<file path="src/rtl/mc_proc_controller_if.sv">
// Handshake and strobe bundle between the multi-cycle controller and the
// instruction register, datapath, system registers and memory port.
interface mc_proc_controller_if #(
  parameter int NUM_IRQ = 4
);
  localparam int IRQW = (NUM_IRQ > 1) ? $clog2(NUM_IRQ) : 1;

  logic [7:0]         opcode;
  logic               mem_ready;
  logic               cond_true;
  logic [NUM_IRQ-1:0] irq;
  logic               ie;

  logic [7:0]         alu_ctrl;
  logic               alusrc;
  logic               ir_we;
  logic               pc_we;
  logic               reg_we;
  logic [1:0]         wb_sel;
  logic               mem_re;
  logic               mem_we;
  logic               branch_sel;
  logic               jump_sel;
  logic               sys_re;
  logic               sys_we;
  logic               sys_ret;
  logic               irq_take;
  logic [IRQW-1:0]    irq_id;
  logic               in_isr;

  modport master (
    output opcode, mem_ready, cond_true, irq, ie,
    input  alu_ctrl, alusrc, ir_we, pc_we, reg_we, wb_sel, mem_re, mem_we,
           branch_sel, jump_sel, sys_re, sys_we, sys_ret, irq_take, irq_id, in_isr
  );

  modport slave (
    input  opcode, mem_ready, cond_true, irq, ie,
    output alu_ctrl, alusrc, ir_we, pc_we, reg_we, wb_sel, mem_re, mem_we,
           branch_sel, jump_sel, sys_re, sys_we, sys_ret, irq_take, irq_id, in_isr
  );
endinterface

</file>
<file path="src/rtl/mc_proc_controller.sv">
// Multi-cycle processor controller: sequences each instruction through
// FETCH/DECODE/EXEC/MEM/WB and enters a single-cycle INTR at instruction boundaries.
//
// state  | meaning
// FETCH  | memory read of next instruction, wait for mem_ready
// DECODE | opcode settles, no strobes
// EXEC   | class-specific execute / branch / system access
// MEM    | LW read or SW write, wait for mem_ready
// WB     | register file write (ALU or memory result)
// INTR   | save PC, load vector, latch irq index, enter handler
module mc_proc_controller #(
  parameter int NUM_IRQ = 4
) (
  input  logic                  clk_i,
  input  logic                  reset_i,
  mc_proc_controller_if.slave   bus
);
  localparam int IRQW = (NUM_IRQ > 1) ? $clog2(NUM_IRQ) : 1;

  typedef enum logic [2:0] {S_FETCH, S_DECODE, S_EXEC, S_MEM, S_WB, S_INTR} state_t;
  typedef enum logic [2:0] {C_ALU, C_BCOND, C_JAL, C_LW, C_SW, C_RSR, C_WSR, C_RETI} cls_t;

  state_t          state_q, state_d, end_state;
  cls_t            cls;
  logic            imm;
  logic            in_isr_q, in_isr_d;
  logic [IRQW-1:0] irq_id_q, irq_id_d, irq_low;
  logic            reti_exec;

  always_comb begin
    cls = C_ALU;
    imm = 1'b0;
    if (bus.opcode[7:4] == 4'hF) begin
      if (bus.opcode[3:0] == 4'h2)      cls = C_RSR;
      else if (bus.opcode[3:0] == 4'h3) cls = C_WSR;
      else                              cls = C_RETI;
    end else if (bus.opcode[4]) begin
      imm = 1'b1;
      if (bus.opcode[5])      cls = C_JAL;
      else if (bus.opcode[6]) cls = C_SW;
      else                    cls = C_LW;
    end else if (bus.opcode[7]) begin
      imm = 1'b1;
    end else if (bus.opcode[6]) begin
      cls = C_BCOND;
    end
  end

  // Lowest asserted index wins; scan from the top so index 0 overrides.
  always_comb begin
    irq_low = '0;
    for (int i = NUM_IRQ - 1; i >= 0; i--) begin
      if (bus.irq[i]) irq_low = IRQW'(i);
    end
  end

  // RETI drops in_isr in the same boundary decision, so a waiting request
  // is taken immediately after the return.
  assign reti_exec = (state_q == S_EXEC) && (cls == C_RETI);
  assign end_state = (bus.ie && (|bus.irq) && !(in_isr_q && !reti_exec)) ? S_INTR : S_FETCH;

  always_ff @(posedge clk_i) begin
    if (reset_i) begin
      state_q  <= S_FETCH;
      in_isr_q <= 1'b0;
      irq_id_q <= '0;
    end else begin
      state_q  <= state_d;
      in_isr_q <= in_isr_d;
      irq_id_q <= irq_id_d;
    end
  end

  always_comb begin
    state_d  = state_q;
    in_isr_d = in_isr_q;
    irq_id_d = irq_id_q;
    case (state_q)
      S_FETCH:  if (bus.mem_ready) state_d = S_DECODE;
      S_DECODE: state_d = S_EXEC;
      S_EXEC: begin
        case (cls)
          C_ALU:       state_d = S_WB;
          C_LW, C_SW:  state_d = S_MEM;
          default:     state_d = end_state;
        endcase
        if (cls == C_RETI) in_isr_d = 1'b0;
      end
      S_MEM: begin
        if (bus.mem_ready) state_d = (cls == C_LW) ? S_WB : end_state;
      end
      S_WB: state_d = end_state;
      S_INTR: begin
        state_d  = S_FETCH;
        in_isr_d = 1'b1;
        if (|bus.irq) irq_id_d = irq_low;
      end
      default: state_d = S_FETCH;
    endcase
  end

  always_comb begin
    bus.alu_ctrl   = 8'h00;
    bus.alusrc     = 1'b0;
    bus.ir_we      = 1'b0;
    bus.pc_we      = 1'b0;
    bus.reg_we     = 1'b0;
    bus.wb_sel     = 2'd0;
    bus.mem_re     = 1'b0;
    bus.mem_we     = 1'b0;
    bus.branch_sel = 1'b0;
    bus.jump_sel   = 1'b0;
    bus.sys_re     = 1'b0;
    bus.sys_we     = 1'b0;
    bus.sys_ret    = 1'b0;
    bus.irq_take   = 1'b0;
    if (!reset_i) begin
      if (state_q inside {S_DECODE, S_EXEC, S_MEM, S_WB}) begin
        bus.alu_ctrl = bus.opcode;
        bus.alusrc   = imm;
      end
      case (state_q)
        S_FETCH: begin
          bus.mem_re = 1'b1;
          bus.ir_we  = bus.mem_ready;
          bus.pc_we  = bus.mem_ready;
        end
        S_EXEC: begin
          case (cls)
            C_BCOND: begin
              bus.branch_sel = 1'b1;
              bus.pc_we      = bus.cond_true;
            end
            C_JAL: begin
              bus.jump_sel = 1'b1;
              bus.pc_we    = 1'b1;
              bus.reg_we   = 1'b1;
              bus.wb_sel   = 2'd2;
            end
            C_RSR: begin
              bus.sys_re = 1'b1;
              bus.reg_we = 1'b1;
              bus.wb_sel = 2'd3;
            end
            C_WSR:  bus.sys_we = 1'b1;
            C_RETI: begin
              bus.sys_ret = 1'b1;
              bus.pc_we   = 1'b1;
            end
            default: ;
          endcase
        end
        S_MEM: begin
          bus.mem_re = (cls == C_LW);
          bus.mem_we = (cls == C_SW);
        end
        S_WB: begin
          bus.reg_we = 1'b1;
          bus.wb_sel = (cls == C_LW) ? 2'd1 : 2'd0;
        end
        S_INTR: begin
          bus.irq_take = 1'b1;
          bus.sys_we   = 1'b1;
          bus.pc_we    = 1'b1;
        end
        default: ;
      endcase
    end
  end

  assign bus.irq_id = irq_id_q;
  assign bus.in_isr = in_isr_q;
endmodule

</file>
<file path="src/flat_wrapper.sv">
// flat-port wrapper written by rule: the top's interface ports become plain ports
module mc_proc_controller_flat 
#(
  parameter int NUM_IRQ = 4
)
  (clk_i, reset_i, bus_opcode, bus_mem_ready, bus_cond_true, bus_irq, bus_ie, bus_alu_ctrl, bus_alusrc, bus_ir_we, bus_pc_we, bus_reg_we, bus_wb_sel, bus_mem_re, bus_mem_we, bus_branch_sel, bus_jump_sel, bus_sys_re, bus_sys_we, bus_sys_ret, bus_irq_take, bus_irq_id, bus_in_isr);
  mc_proc_controller_if #(.NUM_IRQ(NUM_IRQ)) bus_i ();
  input  logic clk_i;
  input  logic reset_i;
  input wire logic [$bits(bus_i.opcode)-1:0] bus_opcode;
  input wire logic [$bits(bus_i.mem_ready)-1:0] bus_mem_ready;
  input wire logic [$bits(bus_i.cond_true)-1:0] bus_cond_true;
  input wire logic [$bits(bus_i.irq)-1:0] bus_irq;
  input wire logic [$bits(bus_i.ie)-1:0] bus_ie;
  output wire logic [$bits(bus_i.alu_ctrl)-1:0] bus_alu_ctrl;
  output wire logic [$bits(bus_i.alusrc)-1:0] bus_alusrc;
  output wire logic [$bits(bus_i.ir_we)-1:0] bus_ir_we;
  output wire logic [$bits(bus_i.pc_we)-1:0] bus_pc_we;
  output wire logic [$bits(bus_i.reg_we)-1:0] bus_reg_we;
  output wire logic [$bits(bus_i.wb_sel)-1:0] bus_wb_sel;
  output wire logic [$bits(bus_i.mem_re)-1:0] bus_mem_re;
  output wire logic [$bits(bus_i.mem_we)-1:0] bus_mem_we;
  output wire logic [$bits(bus_i.branch_sel)-1:0] bus_branch_sel;
  output wire logic [$bits(bus_i.jump_sel)-1:0] bus_jump_sel;
  output wire logic [$bits(bus_i.sys_re)-1:0] bus_sys_re;
  output wire logic [$bits(bus_i.sys_we)-1:0] bus_sys_we;
  output wire logic [$bits(bus_i.sys_ret)-1:0] bus_sys_ret;
  output wire logic [$bits(bus_i.irq_take)-1:0] bus_irq_take;
  output wire logic [$bits(bus_i.irq_id)-1:0] bus_irq_id;
  output wire logic [$bits(bus_i.in_isr)-1:0] bus_in_isr;
  assign bus_i.opcode = bus_opcode;
  assign bus_i.mem_ready = bus_mem_ready;
  assign bus_i.cond_true = bus_cond_true;
  assign bus_i.irq = bus_irq;
  assign bus_i.ie = bus_ie;
  assign bus_alu_ctrl = bus_i.alu_ctrl;
  assign bus_alusrc = bus_i.alusrc;
  assign bus_ir_we = bus_i.ir_we;
  assign bus_pc_we = bus_i.pc_we;
  assign bus_reg_we = bus_i.reg_we;
  assign bus_wb_sel = bus_i.wb_sel;
  assign bus_mem_re = bus_i.mem_re;
  assign bus_mem_we = bus_i.mem_we;
  assign bus_branch_sel = bus_i.branch_sel;
  assign bus_jump_sel = bus_i.jump_sel;
  assign bus_sys_re = bus_i.sys_re;
  assign bus_sys_we = bus_i.sys_we;
  assign bus_sys_ret = bus_i.sys_ret;
  assign bus_irq_take = bus_i.irq_take;
  assign bus_irq_id = bus_i.irq_id;
  assign bus_in_isr = bus_i.in_isr;
  mc_proc_controller #(.NUM_IRQ(NUM_IRQ)) u_core (.clk_i(clk_i), .reset_i(reset_i), .bus(bus_i));
endmodule
</file>
<file path="config.mk">
export PLATFORM = sky130hd
export DESIGN_NAME = mc_proc_controller_flat
export DESIGN_NICKNAME = d
export VERILOG_FILES = /design/src/rtl/mc_proc_controller_if.sv /design/src/rtl/mc_proc_controller.sv /design/src/flat_wrapper.sv
export SDC_FILE = /design/constraint.sdc
export NUM_CORES = 1
export LEC_CHECK = 0
export ABC_CLOCK_PERIOD_IN_PS = 2600
export CORE_MARGIN = 2
export CORE_UTILIZATION = 38
export CTS_CLUSTER_DIAMETER = 30
export DETAILED_ROUTE_END_ITERATION = 8
export GPL_ROUTABILITY_DRIVEN = 0
export PLACE_DENSITY = 0.79
export SYNTH_ARGS = -nofsm -noshare
export SYNTH_HDL_FRONTEND = slang
export SYNTH_SLANG_ARGS = --single-unit
</file>
<file path="constraint.sdc">
create_clock -name clk_i -period 2.6 [get_ports clk_i]
set_input_delay 0.65 -clock clk_i [delete_from_list [all_inputs] [get_ports clk_i]]
set_output_delay 0.65 -clock clk_i [all_outputs]
set_load 0.05 [all_outputs]
</file>
==> flow_summary_export.csv <==
group,metric,value,unit
placement,place_inst,207,
finish,layout_common_cells,"buf_4, buf_12, nor2_1, nor3_1, clkdlybuf4s50_1",
global_route,grt_use_total,0.378,
finish,drive_gt1_frac,0.492,
timing,slew_viol_final,0,
routing,ant_nets,0,
power_and_ir_drop,p_int,398,uW
worst_hold_path,holdPathStages,2,
timing,timing.final.crit_share,1.06,
power_and_ir_drop,power-per-cell-area,410,nW/um^2
timing,max_slew_margin,0.668,
clock_tree,cts_tree,"yes",
synthesis,ys_seq_elements,6,
timing,skew,0.00282,ns
critical_path,crit_chain,"buf_4, nand4_1, or3_4, a2111o_1, o31ai_1, bufbuf_16",
finish,antenna_cells,0,
synthesis,syn-cell-area,753,um^2
synthesis,syn-instance-count,120,
global_route,grt_max_degree,17,
synthesis,syn_area_per_cell,6.28,um^2
synthesis,ys_types,39,
worst_hold_path,min_path_type,"flip-flop to flip-flop",
timing,tightest_slew,0.497,ns
power_and_ir_drop,p_switching,345,uW
timing,max_freq,0.364,GHz
clock_tree,cts_max_path_buffers,2,
finish,final_common_cell,"buf_4",
power_and_ir_drop,pwr-share-comb,0.744,
placement,dpl_cell_area,1600,um^2
timing,final_hold_viol_count,0,
timing,rsz0062_at_grt,"yes",
clock_tree,postCtsHoldBufs,0,
critical_path,crit_path_max_fanout,4,
critical_path,slowest_stage,"or3_4",
placement,dpl.hpwl,2740,um
global_route,antenna_found_initial,0,
floorplan,core_area,1920,um^2
critical_path,ff2ff_path_depth,6,
global_route,grt_overflow_total,0,
finish,fin_nets,212,
synthesis,ys_warn_count,0,
power_and_ir_drop,vdd_drop_max,578,uV
run_status,violations,"setup timing",
power_and_ir_drop,switching_share,0.465,
critical_path,r2r_setup_slack,1.02,ns
floorplan,dieWidth,48.5,um
clock_tree,cts_htree_levels,1,
power_and_ir_drop,p_leak,0.835,nW
clock_tree,cts_sinks,6,
routing,vias_per_cell,6.32,
timing,setup_viol,1,
power_and_ir_drop,power_frac_seq,0.146,
global_route,grt_pass1_vias,1337,
global_route,grt_pass1_wl,6870,um
floorplan,die_h,48.5,um
routing,drtIter0Drc,95,
floorplan,ioPinCount,42,
clock_tree,cts_buffers,3,
critical_path,cp.arrival,2.10,ns
routing,dr.pass1.iters,4,
critical_path,rr_startpoint,"u_core.state_q[2]",
placement,port_buffers,41,
critical_path,critical_path_class,"primary input to primary output",
run_status,status,"complete, but fails checks",
placement,place_ws,-0.589,ns
routing,vias,1391,
synthesis,seq_area_frac_synth,0.159,
finish,syn2layout_area_growth,141,%
clock_tree,cts_root_buf,"clkbuf_4",
worst_hold_path,holdCritStartpoint,"u_core.bus.irq_id[1]",
critical_path,worst_ep_required_time,1.95,ns
floorplan,initial_core_util,0.392,
timing,worst_slack,-0.149,ns
job,cap_viol_max_count,0,
power_and_ir_drop,power.share.clock,0.110,
timing,period_minus_slack,2.75,ns
critical_path,startpoint_type,"primary input",
routing,routed_wl,4800,um
floorplan,dieArea,2350,um^2
worst_hold_path,min_to,"u_core.bus.irq_id[1]",
clock_tree,insertion_delay,0.24,ns
finish,postLayoutCellArea,1810,um^2
power_and_ir_drop,power.total,743,uW
routing,routedWlPerCell,21.8,um
finish,layoutNonFillerInstCount,220,
critical_path,max_stage_delay,0.43,ns
critical_path,end_kind,"primary output",
finish,final_util,0.943,
routing,drc,0,
synthesis,synth_nets,137,
critical_path,worstReg2RegEnd,"u_core.bus.irq_id[0]",
floorplan,row_count,16,
clock_tree,clk_pin_slew,0.04,ns
cell usage after synthesis, drive strengths merged:
cell | number | area share
a32oi | 1 | 0.012
nor3b | 3 | 0.037
a31o | 1 | 0.012
a2111o | 1 | 0.015
o211ai | 2 | 0.020
xnor2 | 1 | 0.012
a211o | 1 | 0.012
a41o | 1 | 0.013
nand4 | 2 | 0.017
buf | 4 | 0.033
and2 | 6 | 0.050
o21a | 1 | 0.010
nand2 | 12 | 0.060
o211a | 1 | 0.013
nor3 | 12 | 0.080
clkbuf | 4 | 0.020
o31ai | 2 | 0.020
or3 | 1 | 0.0083
nor2b | 3 | 0.025
a21oi | 8 | 0.053
inv | 6 | 0.030
nand3 | 2 | 0.013
nand2b | 2 | 0.017
nor2 | 24 | 0.12
and3 | 2 | 0.017
xor2 | 1 | 0.012
dfxtp | 6 | 0.16
o41ai | 1 | 0.022
a22oi | 1 | 0.010
o2bb2ai | 1 | 0.012
nand4b | 1 | 0.012
o22a | 1 | 0.012
or3b | 2 | 0.027
o21ai | 3 | 0.020
flip-flops by register name, indices dropped and copies added, names as in the netlist:
| name | flops |
|---|---|
| u_core.state_q | 3 |
| u_core.bus.irq_id | 2 |
| u_core.bus.in_isr | 1 |
worst max path at each step:
| stage | to | depth (start not counted) | slack (ns) | startpoint |
|---|---|---|---|---|
| CTS | bus_pc_we | 5 | -0.18 | u_core.state_q[0] |
| detailed placement | bus_wb_sel[1] | 7 | -0.59 | bus_opcode[1] |
| global route | bus_pc_we | 8 | -0.21 | bus_opcode[7] |
| global placement | bus_wb_sel[0] | 7 | -0.46 | bus_opcode[1] |
| finish | bus_pc_we | 6 | -0.15 | bus_opcode[6] |
| floorplan | bus_alusrc | 3 | -0.22 | reset_i |
routing by layer:
metal	share of wire	track usage	vias up
met2	0.46	0.694	128
met4	0.082	0.157	0
met3	0.098	0.0586	51
met5	0	0	-
li1	-	-	572
met1	0.36	0.432	640
worst max-delay path, delay by kind of cell:
family	cells	cell delay, ns
AOI/OAI and AO/OA	2	0.44
buffers and inverters	2	0.43
and+or+nand+nor	2	0.59
logic make-up after synthesis:
logic type / after synthesis / synth area share
flops: 6 / 0.159
xor+xnor: 2 / 0.0233
buf+inv: 14 / 0.0830
simple gates: 72 / 0.480
compound gates: 26 / 0.254
repair_timing:
action	CTS	global route
setup endpoints to repair	17	13
cloned	0	0
pin swaps	12	10
setup buffers	7	4
resized for setup	48	20
power groups by stage:
stage | Combinational (mW) | Clock, mW | Sequential [mW]
2_1_floorplan | 0.252 | 0 | 0.110
3_3_place_gp | 0.468 | 0 | 0.106
3_5_place_dp | 0.480 | 0 | 0.108
4_1_cts | 0.506 | 0.0837 | 0.107
5_1_grt | 0.568 | 0.0940 | 0.108
6_report | 0.553 | 0.0817 | 0.108
metrics by stage:
stage	hold slack, ns	TNS (ns)
floorplan	0.701	-1.33
global placement	0.481	-3.38
detailed placement	0.510	-4.27
CTS	0.522	-0.185
global route	0.516	-0.444
finish	0.503	-0.149
area by class of cell:
| cell class | count | area [um^2] |
|---|---|---|
| fillers | 55 | 110 |
| clock buffers | 3 | 22.5 |
| flip-flops and latches | 6 | 121 |
| well taps | 27 | 33.8 |
| multi-input cells | 100 | 688 |
| inverters | 6 | 22.5 |
| repair buffers | 78 | 923 |
(Power assumes the default switching activity.)
